[config.mk]
export PLATFORM = sky130hd
export DESIGN_NAME = ssd_msg_scroller_flat
export DESIGN_NICKNAME = d
export VERILOG_FILES = /design/src/rtl/ssd_msg_scroller_pkg.sv /design/src/rtl/ssd_msg_scroller_if.sv /design/src/rtl/ssd_msg_scroller_tick_gen.sv /design/src/rtl/ssd_msg_scroller.sv /design/src/flat_wrapper.sv
export SDC_FILE = /design/constraint.sdc
export NUM_CORES = 1
export LEC_CHECK = 0
export CAP_MARGIN = 30
export CORE_UTILIZATION = 60
export DETAILED_ROUTE_END_ITERATION = 16
export PLACE_DENSITY = 0.88
export REMOVE_ABC_BUFFERS = 1
export SYNTH_ARGS = -nofsm -noshare
export SYNTH_HDL_FRONTEND = slang
export SYNTH_SLANG_ARGS = --single-unit
export TNS_END_PERCENT = 1
[constraint.sdc]
create_clock -name clk -period 2.52 [get_ports clk]
set_input_delay 0.378 -clock clk [delete_from_list [all_inputs] [get_ports clk]]
set_output_delay 0.378 -clock clk [all_outputs]
set_load 0.03 [all_outputs]
[src/rtl/ssd_msg_scroller_pkg.sv]
// Shared definitions for the SSD message scroller: character codes, FSM states,
// and step-period selection.
package ssd_msg_scroller_pkg;

  localparam logic [4:0] CHAR_BLANK      = 5'h1F;
  localparam int         SIM_STEP_CYCLES = 8;

  typedef enum logic [1:0] {EMPTY, LOADING, READY, SCROLL} scroll_state_t;

  function automatic int step_cycles(input int clk_hz, input int step_hz, input bit sim);
    return sim ? SIM_STEP_CYCLES : clk_hz / step_hz;
  endfunction

endpackage

[src/rtl/ssd_msg_scroller_if.sv]
// Character-load port, scroll control and digit outputs of the message scroller.
interface ssd_msg_scroller_if #(parameter int DEPTH = 16);

  localparam int LW = $clog2(DEPTH) + 1;

  logic          wr_valid;
  logic          wr_ready;
  logic [4:0]    wr_char;
  logic          wr_last;
  logic          start;
  logic          stop;
  logic [4:0]    digit1;
  logic [4:0]    digit0;
  logic          busy;
  logic [LW-1:0] msg_len;

  modport master (
    output wr_valid, wr_char, wr_last, start, stop,
    input  wr_ready, digit1, digit0, busy, msg_len
  );

  modport slave (
    input  wr_valid, wr_char, wr_last, start, stop,
    output wr_ready, digit1, digit0, busy, msg_len
  );

endinterface

[src/rtl/ssd_msg_scroller_tick_gen.sv]
// Free-running step divider; held at zero whenever en is low.
module scroll_tick_gen
  import ssd_msg_scroller_pkg::*;
#(
  parameter int CLK_HZ   = 100_000_000,
  parameter int STEP_HZ  = 4,
  parameter int SIMULATE = 1
) (
  input  logic clk,
  input  logic reset,
  input  logic en,
  output logic tick
);

  localparam int STEP_CYCLES = step_cycles(CLK_HZ, STEP_HZ, SIMULATE != 0);
  localparam int CW          = (STEP_CYCLES > 1) ? $clog2(STEP_CYCLES) : 1;
  localparam logic [CW-1:0] LAST = CW'(STEP_CYCLES - 1);

  logic [CW-1:0] r_cnt;

  assign tick = en && (r_cnt == LAST);

  always_ff @(posedge clk) begin
    if (reset || !en) r_cnt <= '0;
    else if (tick)    r_cnt <= '0;
    else              r_cnt <= r_cnt + 1'b1;
  end

endmodule

[src/rtl/ssd_msg_scroller.sv]
// Loads a short message over a valid/ready port and scrolls it across the two
// PmodSSD digits, one position per step tick, wrapping at the message end.
module ssd_msg_scroller
  import ssd_msg_scroller_pkg::*;
#(
  parameter int DEPTH    = 16,
  parameter int CLK_HZ   = 100_000_000,
  parameter int STEP_HZ  = 4,
  parameter int SIMULATE = 1
) (
  input  logic               clk,
  input  logic               reset,
  ssd_msg_scroller_if.slave  sif
);

  localparam int PW = $clog2(DEPTH);
  localparam int LW = PW + 1;

  scroll_state_t r_state, w_state_nx;
  logic [4:0]    r_buf [DEPTH];
  logic [LW-1:0] r_len;
  logic [PW-1:0] r_ptr;
  logic [4:0]    r_d1, r_d0;
  logic          r_hold;

  logic          w_ready, w_acc, w_tick, w_tick_en;
  logic [PW-1:0] w_idx, w_ptr_nx;
  logic [LW-1:0] w_len_nx, w_inc;
  logic [4:0]    w_new_d1, w_new_d0;

  // Writes into READY start a new message at index 0.
  assign w_idx    = (r_state == READY) ? '0 : r_len[PW-1:0];
  assign w_len_nx = {1'b0, w_idx} + 1'b1;
  assign w_inc    = {1'b0, r_ptr} + 1'b1;
  assign w_ptr_nx = (w_inc == r_len) ? '0 : w_inc[PW-1:0];

  // Digits for a message that completes this cycle; the incoming char may be
  // one of the first two entries.
  assign w_new_d1 = (w_idx == '0)       ? sif.wr_char : r_buf[0];
  assign w_new_d0 = (w_idx <= PW'(1))   ? sif.wr_char : r_buf[1];

  // A start in SCROLL drops the enable for one edge, which clears the divider.
  assign w_tick_en = (r_state == SCROLL) && !sif.start;

  scroll_tick_gen #(.CLK_HZ(CLK_HZ), .STEP_HZ(STEP_HZ), .SIMULATE(SIMULATE)) u_tick (
    .clk   (clk),
    .reset (reset),
    .en    (w_tick_en),
    .tick  (w_tick)
  );

  always_comb begin
    w_state_nx = r_state;
    w_ready    = 1'b0;
    w_acc      = 1'b0;
    case (r_state)
      EMPTY:   w_ready = 1'b1;
      LOADING: w_ready = (r_len < LW'(DEPTH));
      READY:   w_ready = !r_hold;
      default: w_ready = 1'b0;
    endcase
    w_acc = sif.wr_valid && w_ready;
    case (r_state)
      EMPTY, READY: begin
        if (w_acc)                                w_state_nx = sif.wr_last ? READY : LOADING;
        else if (r_state == READY && sif.start)   w_state_nx = SCROLL;
      end
      LOADING: if (w_acc && (sif.wr_last || w_len_nx == LW'(DEPTH))) w_state_nx = READY;
      SCROLL:  if (sif.stop) w_state_nx = READY;
      default: w_state_nx = EMPTY;
    endcase
  end

  always_ff @(posedge clk) begin
    if (w_acc) r_buf[w_idx] <= sif.wr_char;
  end

  always_ff @(posedge clk) begin
    if (reset) begin
      r_state <= EMPTY;
      r_len   <= '0;
      r_ptr   <= '0;
      r_d1    <= CHAR_BLANK;
      r_d0    <= CHAR_BLANK;
      r_hold  <= 1'b0;
    end else begin
      r_state <= w_state_nx;
      if (w_acc) begin
        r_len <= w_len_nx;
        r_d1  <= (w_state_nx == LOADING) ? CHAR_BLANK : w_new_d1;
        r_d0  <= (w_state_nx == LOADING) ? CHAR_BLANK : w_new_d0;
      end
      // A message that fills without wr_last keeps the port closed until the
      // writer lets go of wr_valid, so surplus chars don't open a new message.
      if (w_acc && !sif.wr_last && w_len_nx == LW'(DEPTH)) r_hold <= 1'b1;
      else if (!sif.wr_valid)                              r_hold <= 1'b0;
      if (r_state == SCROLL && !sif.stop) begin
        r_d1 <= r_buf[r_ptr];
        r_d0 <= r_buf[w_ptr_nx];
        if (sif.start)   r_ptr <= '0;
        else if (w_tick) r_ptr <= w_ptr_nx;
      end else if (w_state_nx == SCROLL) begin
        r_ptr <= '0;
      end
    end
  end

  assign sif.wr_ready = w_ready;
  assign sif.busy     = (r_state == SCROLL);
  assign sif.digit1   = r_d1;
  assign sif.digit0   = r_d0;
  assign sif.msg_len  = r_len;

endmodule

[src/flat_wrapper.sv]
// flat-port wrapper written by rule: the top's interface ports become plain ports
module ssd_msg_scroller_flat import ssd_msg_scroller_pkg::*;
#(
  parameter int DEPTH    = 16,
  parameter int CLK_HZ   = 100_000_000,
  parameter int STEP_HZ  = 4,
  parameter int SIMULATE = 1
)
  (clk, reset, sif_wr_valid, sif_wr_char, sif_wr_last, sif_start, sif_stop, sif_wr_ready, sif_digit1, sif_digit0, sif_busy, sif_msg_len);
  ssd_msg_scroller_if #(.DEPTH(DEPTH)) sif_i ();
  input  logic clk;
  input  logic reset;
  input wire logic [$bits(sif_i.wr_valid)-1:0] sif_wr_valid;
  input wire logic [$bits(sif_i.wr_char)-1:0] sif_wr_char;
  input wire logic [$bits(sif_i.wr_last)-1:0] sif_wr_last;
  input wire logic [$bits(sif_i.start)-1:0] sif_start;
  input wire logic [$bits(sif_i.stop)-1:0] sif_stop;
  output wire logic [$bits(sif_i.wr_ready)-1:0] sif_wr_ready;
  output wire logic [$bits(sif_i.digit1)-1:0] sif_digit1;
  output wire logic [$bits(sif_i.digit0)-1:0] sif_digit0;
  output wire logic [$bits(sif_i.busy)-1:0] sif_busy;
  output wire logic [$bits(sif_i.msg_len)-1:0] sif_msg_len;
  assign sif_i.wr_valid = sif_wr_valid;
  assign sif_i.wr_char = sif_wr_char;
  assign sif_i.wr_last = sif_wr_last;
  assign sif_i.start = sif_start;
  assign sif_i.stop = sif_stop;
  assign sif_wr_ready = sif_i.wr_ready;
  assign sif_digit1 = sif_i.digit1;
  assign sif_digit0 = sif_i.digit0;
  assign sif_busy = sif_i.busy;
  assign sif_msg_len = sif_i.msg_len;
  ssd_msg_scroller #(.DEPTH(DEPTH), .CLK_HZ(CLK_HZ), .STEP_HZ(STEP_HZ), .SIMULATE(SIMULATE)) u_core (.clk(clk), .reset(reset), .sif(sif_i));
endmodule
==> flow_summary.toml <==
[final_layout]
fin_nets = 507
drive_gt1_share_pct = 24.7
final.fill_count = 540
area_growth_syn_to_layout_pct = 16.0
stdcell_count = 606
stdcell_area_sq_um = 6360
num_antenna_cells = 0

[logic_synthesis]
ys.warnings.count = 0
post_synth_design_cell_area_sq_um = 5490
async_flop_share_pct = 0
synth_seq_area_share_pct = 54.4
edff_count_synth = 80
number_of_distinct_library_cells_after_synthesis = 61
postSynthCellCount = 433
yosys_most_used_dff = "sky130_fd_sc_hd__edfxtp_1"
synth-seq-cells = 109
synthesis.area_per_instance_sq_um = 12.7

[worst_hold_path]
hold_path_class = "register to register"

[die]
die-width_um = 97.6
start_util_pct = 62.3
rows = 34
design.core.area_sq_um = 8810
die_area_sq_um = 9530
floorplan.die.height_um = 97.6
ios = 28

[drt]
detail_route_met2_wl_mm = 6.77
antenna_violating_nets_post_route = 0
routed_via_density = 7.11
routed.top_layer = "met5"
drtIter0Drc = 629
num_vias = 4311
routed_wire_per_std_cell_um = 24.7
first_pass_iters = 14
drt_drc_violations_left = 2
wirelength_mm = 14.9
met1_wirelength_mm = 5.32
wl_met3_mm = 1.95

[timing]
timing.max_slew.rel_slack_pct = 41.9
finalWorstSetupSlack_ps = -33.3
period_minus_slack_ps = 2550
clock.fmax_mhz = 392
hold_fails_final_rpt = 0
tcrit_tclk_final_pct = 101
setup_failing_eps_final = 1
maxSlewViolCount = 0
worst_pin_slew_ps = 871
timing.setup.tns_ps = -33.3
final.setup_skew_ps = 10.1

[global_routing]
pin_count_of_the_biggest_net_entering_global_routing = 34
globalRouteOverflowTotal = 0
global_route_wire_length_before_repair_mm = 22.8
antenna_found_initial = 1
grt_util_all_layers_pct = 32.2
first_global_vias = 4204

[clock_tree]
number_of_buffers_created_by_cts = 9
cts_h_tree_lvls = 3
path_clk_slew_ps = 100
clk_root_buffer_cell = "sky130_fd_sc_hd__clkbuf_8"
clk_path_buf_depth = 2
insertion_delay_ps = 380
clk_sink_count = 109
tritoncts = "built"

[pwr]
cellLeakagePower_uw = 0.00212
peakVddDrop_mv = 0.463
p_per_area_nw_per_um2 = 518
power_uw = 3290

[setup_path]
startpoint_type = "register"
critPathMaxFanout = 5
crit_path_end_kind = "register"
worstPathCellList = "ha_2 > and4b_1 > o21ai_2 > a2111oi_4 > nor2_1 > buf_4 > o21ai_0 > o221ai_1 > nor4bb_2"
critPathKind = "register to register"
timing.critical_path.slowest_stage_cell = "sky130_fd_sc_hd__dfxtp_2"
crit_path_max_incr_delay_ps = 350
worst-endpoint-required_ps = 2800
cp_data_arrival_time_ps = 2830
worst-path-buf-inv = 1
critical_path.top_delay_family = "compound AO/OA/AOI/OAI gates"

[run_status]
status = "finished, violations left"
violations = "design-rule violations, negative setup slack"

[placement]
port_buffer_count = 27
gp_congestion = 1.06
placed_area_sq_um = 6120
post-place-cells = 588
dpl_worst_slack_ps = -44.9
dp_hpwl_mm = 10.7

[run]
maxCapViolCount = 0
kinds of logic after synthesis:
| kind of cell | share of synthesized area [%] |
|---|---|
| mux | 17.1 |
| buf+inv | 3.08 |
| fa+ha+maj | 0.684 |
| xor+xnor | 0.958 |
| simple gates | 10.2 |
| flops | 54.4 |
| compound gates | 13.6 |
registers in the layout (all words and copies together) (netlist names), named ones only:
register	count
u_core.sif.msg_len	5
u_core.r_ptr	4
u_core.r_state	2
u_core.u_tick.r_cnt	3
u_core.r_hold	1
u_core.r_buf	80
u_core.sif.digit0	5
u_core.sif.digit1	5
where the power goes:
group          internal [uW]  switching (uW)  leakage (uW)  total (uW)
registers               1950            30.9      0.000960        1980
clock network            357             601     0.0000759         958
logic                    147             206       0.00108         353
layout make-up:
type / count / area [sq um] / area share [%]
Sequential cell: 109 / 2980 / 46.9
Multi-Input combinational cell: 289 / 2390 / 37.6
Timing Repair Buffer: 77 / 658 / 10.3
Tap cell: 108 / 135 / 2.12
Clock buffer: 10 / 128 / 2.01
Clock inverter: 6 / 40.0 / 0.629
Inverter: 7 / 26.3 / 0.413
cell usage after synthesis, drive strengths merged, types with 2 or more instances:
| master | instances | area, sq um |
|---|---|---|
| a2111oi | 3 | 32.5 |
| a211o | 6 | 52.6 |
| a211oi | 12 | 95.1 |
| a21oi | 27 | 135 |
| a221oi | 2 | 23.8 |
| a22oi | 9 | 67.6 |
| a31oi | 3 | 18.8 |
| and2 | 3 | 18.8 |
| buf | 14 | 90.1 |
| clkbuf | 14 | 52.6 |
| dfxtp | 29 | 581 |
| edfxtp | 80 | 2400 |
| ha | 3 | 37.5 |
| inv | 7 | 26.3 |
| mux2 | 14 | 158 |
| mux2i | 22 | 220 |
| mux4 | 25 | 563 |
| nand2 | 23 | 86.3 |
| nand2b | 3 | 18.8 |
| nand3 | 10 | 50.1 |
| nor2 | 43 | 161 |
| nor2b | 4 | 25.0 |
| nor3 | 6 | 46.3 |
| nor3b | 2 | 15.0 |
| nor4 | 5 | 31.3 |
| nor4bb | 3 | 30.0 |
| o2111ai | 2 | 17.5 |
| o211ai | 3 | 27.5 |
| o21ai | 19 | 98.8 |
| o221ai | 4 | 35.0 |
| o2bb2ai | 5 | 43.8 |
| or2 | 2 | 12.5 |
| or3 | 5 | 31.3 |
| xnor2 | 3 | 26.3 |
| xor2 | 3 | 26.3 |
cells in the final DEF (no fill, tap or decap), types with 6 or more instances in the layout:
cell	count
sky130_fd_sc_hd__a211o_1	6
sky130_fd_sc_hd__a211oi_1	10
sky130_fd_sc_hd__a21oi_1	27
sky130_fd_sc_hd__a22oi_1	9
sky130_fd_sc_hd__buf_4	49
sky130_fd_sc_hd__clkbuf_8	9
sky130_fd_sc_hd__clkdlybuf4s50_1	27
sky130_fd_sc_hd__dfxtp_1	28
sky130_fd_sc_hd__edfxtp_1	80
sky130_fd_sc_hd__inv_1	7
sky130_fd_sc_hd__mux2_2	14
sky130_fd_sc_hd__mux2i_1	22
sky130_fd_sc_hd__mux4_2	25
sky130_fd_sc_hd__nand2_1	23
sky130_fd_sc_hd__nand3_1	10
sky130_fd_sc_hd__nor2_1	43
sky130_fd_sc_hd__o21ai_0	17
worst paths after layout:
| kind | from | cells past startpoint | to | slack, ps |
|---|---|---|---|---|
| hold / removal | u_core.u_tick.r_cnt[0]$_SDFF_PP0_ | 1 | u_core.u_tick.r_cnt[0]$_SDFF_PP0_ | 440 |
| setup reg to reg | u_core.r_ptr[1]$_SDFFE_PP0P_ | 9 | u_core.sif.digit0[0]$_SDFFE_PP1P_ | -30 |
| hold reg to reg | u_core.u_tick.r_cnt[0]$_SDFF_PP0_ | 1 | u_core.u_tick.r_cnt[0]$_SDFF_PP0_ | 440 |
| setup / recovery | u_core.r_ptr[1]$_SDFFE_PP0P_ | 9 | u_core.sif.digit0[0]$_SDFFE_PP1P_ | -30 |
per-stage QoR:
step	hold slack (ps)	utilization [%]
after floorplan	398	-
after global placement	408	69.5
after detailed placement	426	69.5
after CTS	442	71.6
after global routing	473	72.3
final	440	72.3
routing by layer:
metal | track usage, % | vias up
met5 | 0 | -
met4 | 16.3 | 2
met3 | 5.47 | 101
met2 | 50.3 | 381
met1 | 43.9 | 2017
li1 | - | 1810
what timing repair did:
| item | CTS | global route |
|---|---|---|
| buffers inserted | 2 | 0 |
| hold buffers | 0 | 0 |
| pin swaps | 1 | 1 |
| setup endpoints to repair | 1 | 5 |
| gates resized for setup | 1 | 11 |
(Power assumes the default switching activity.)
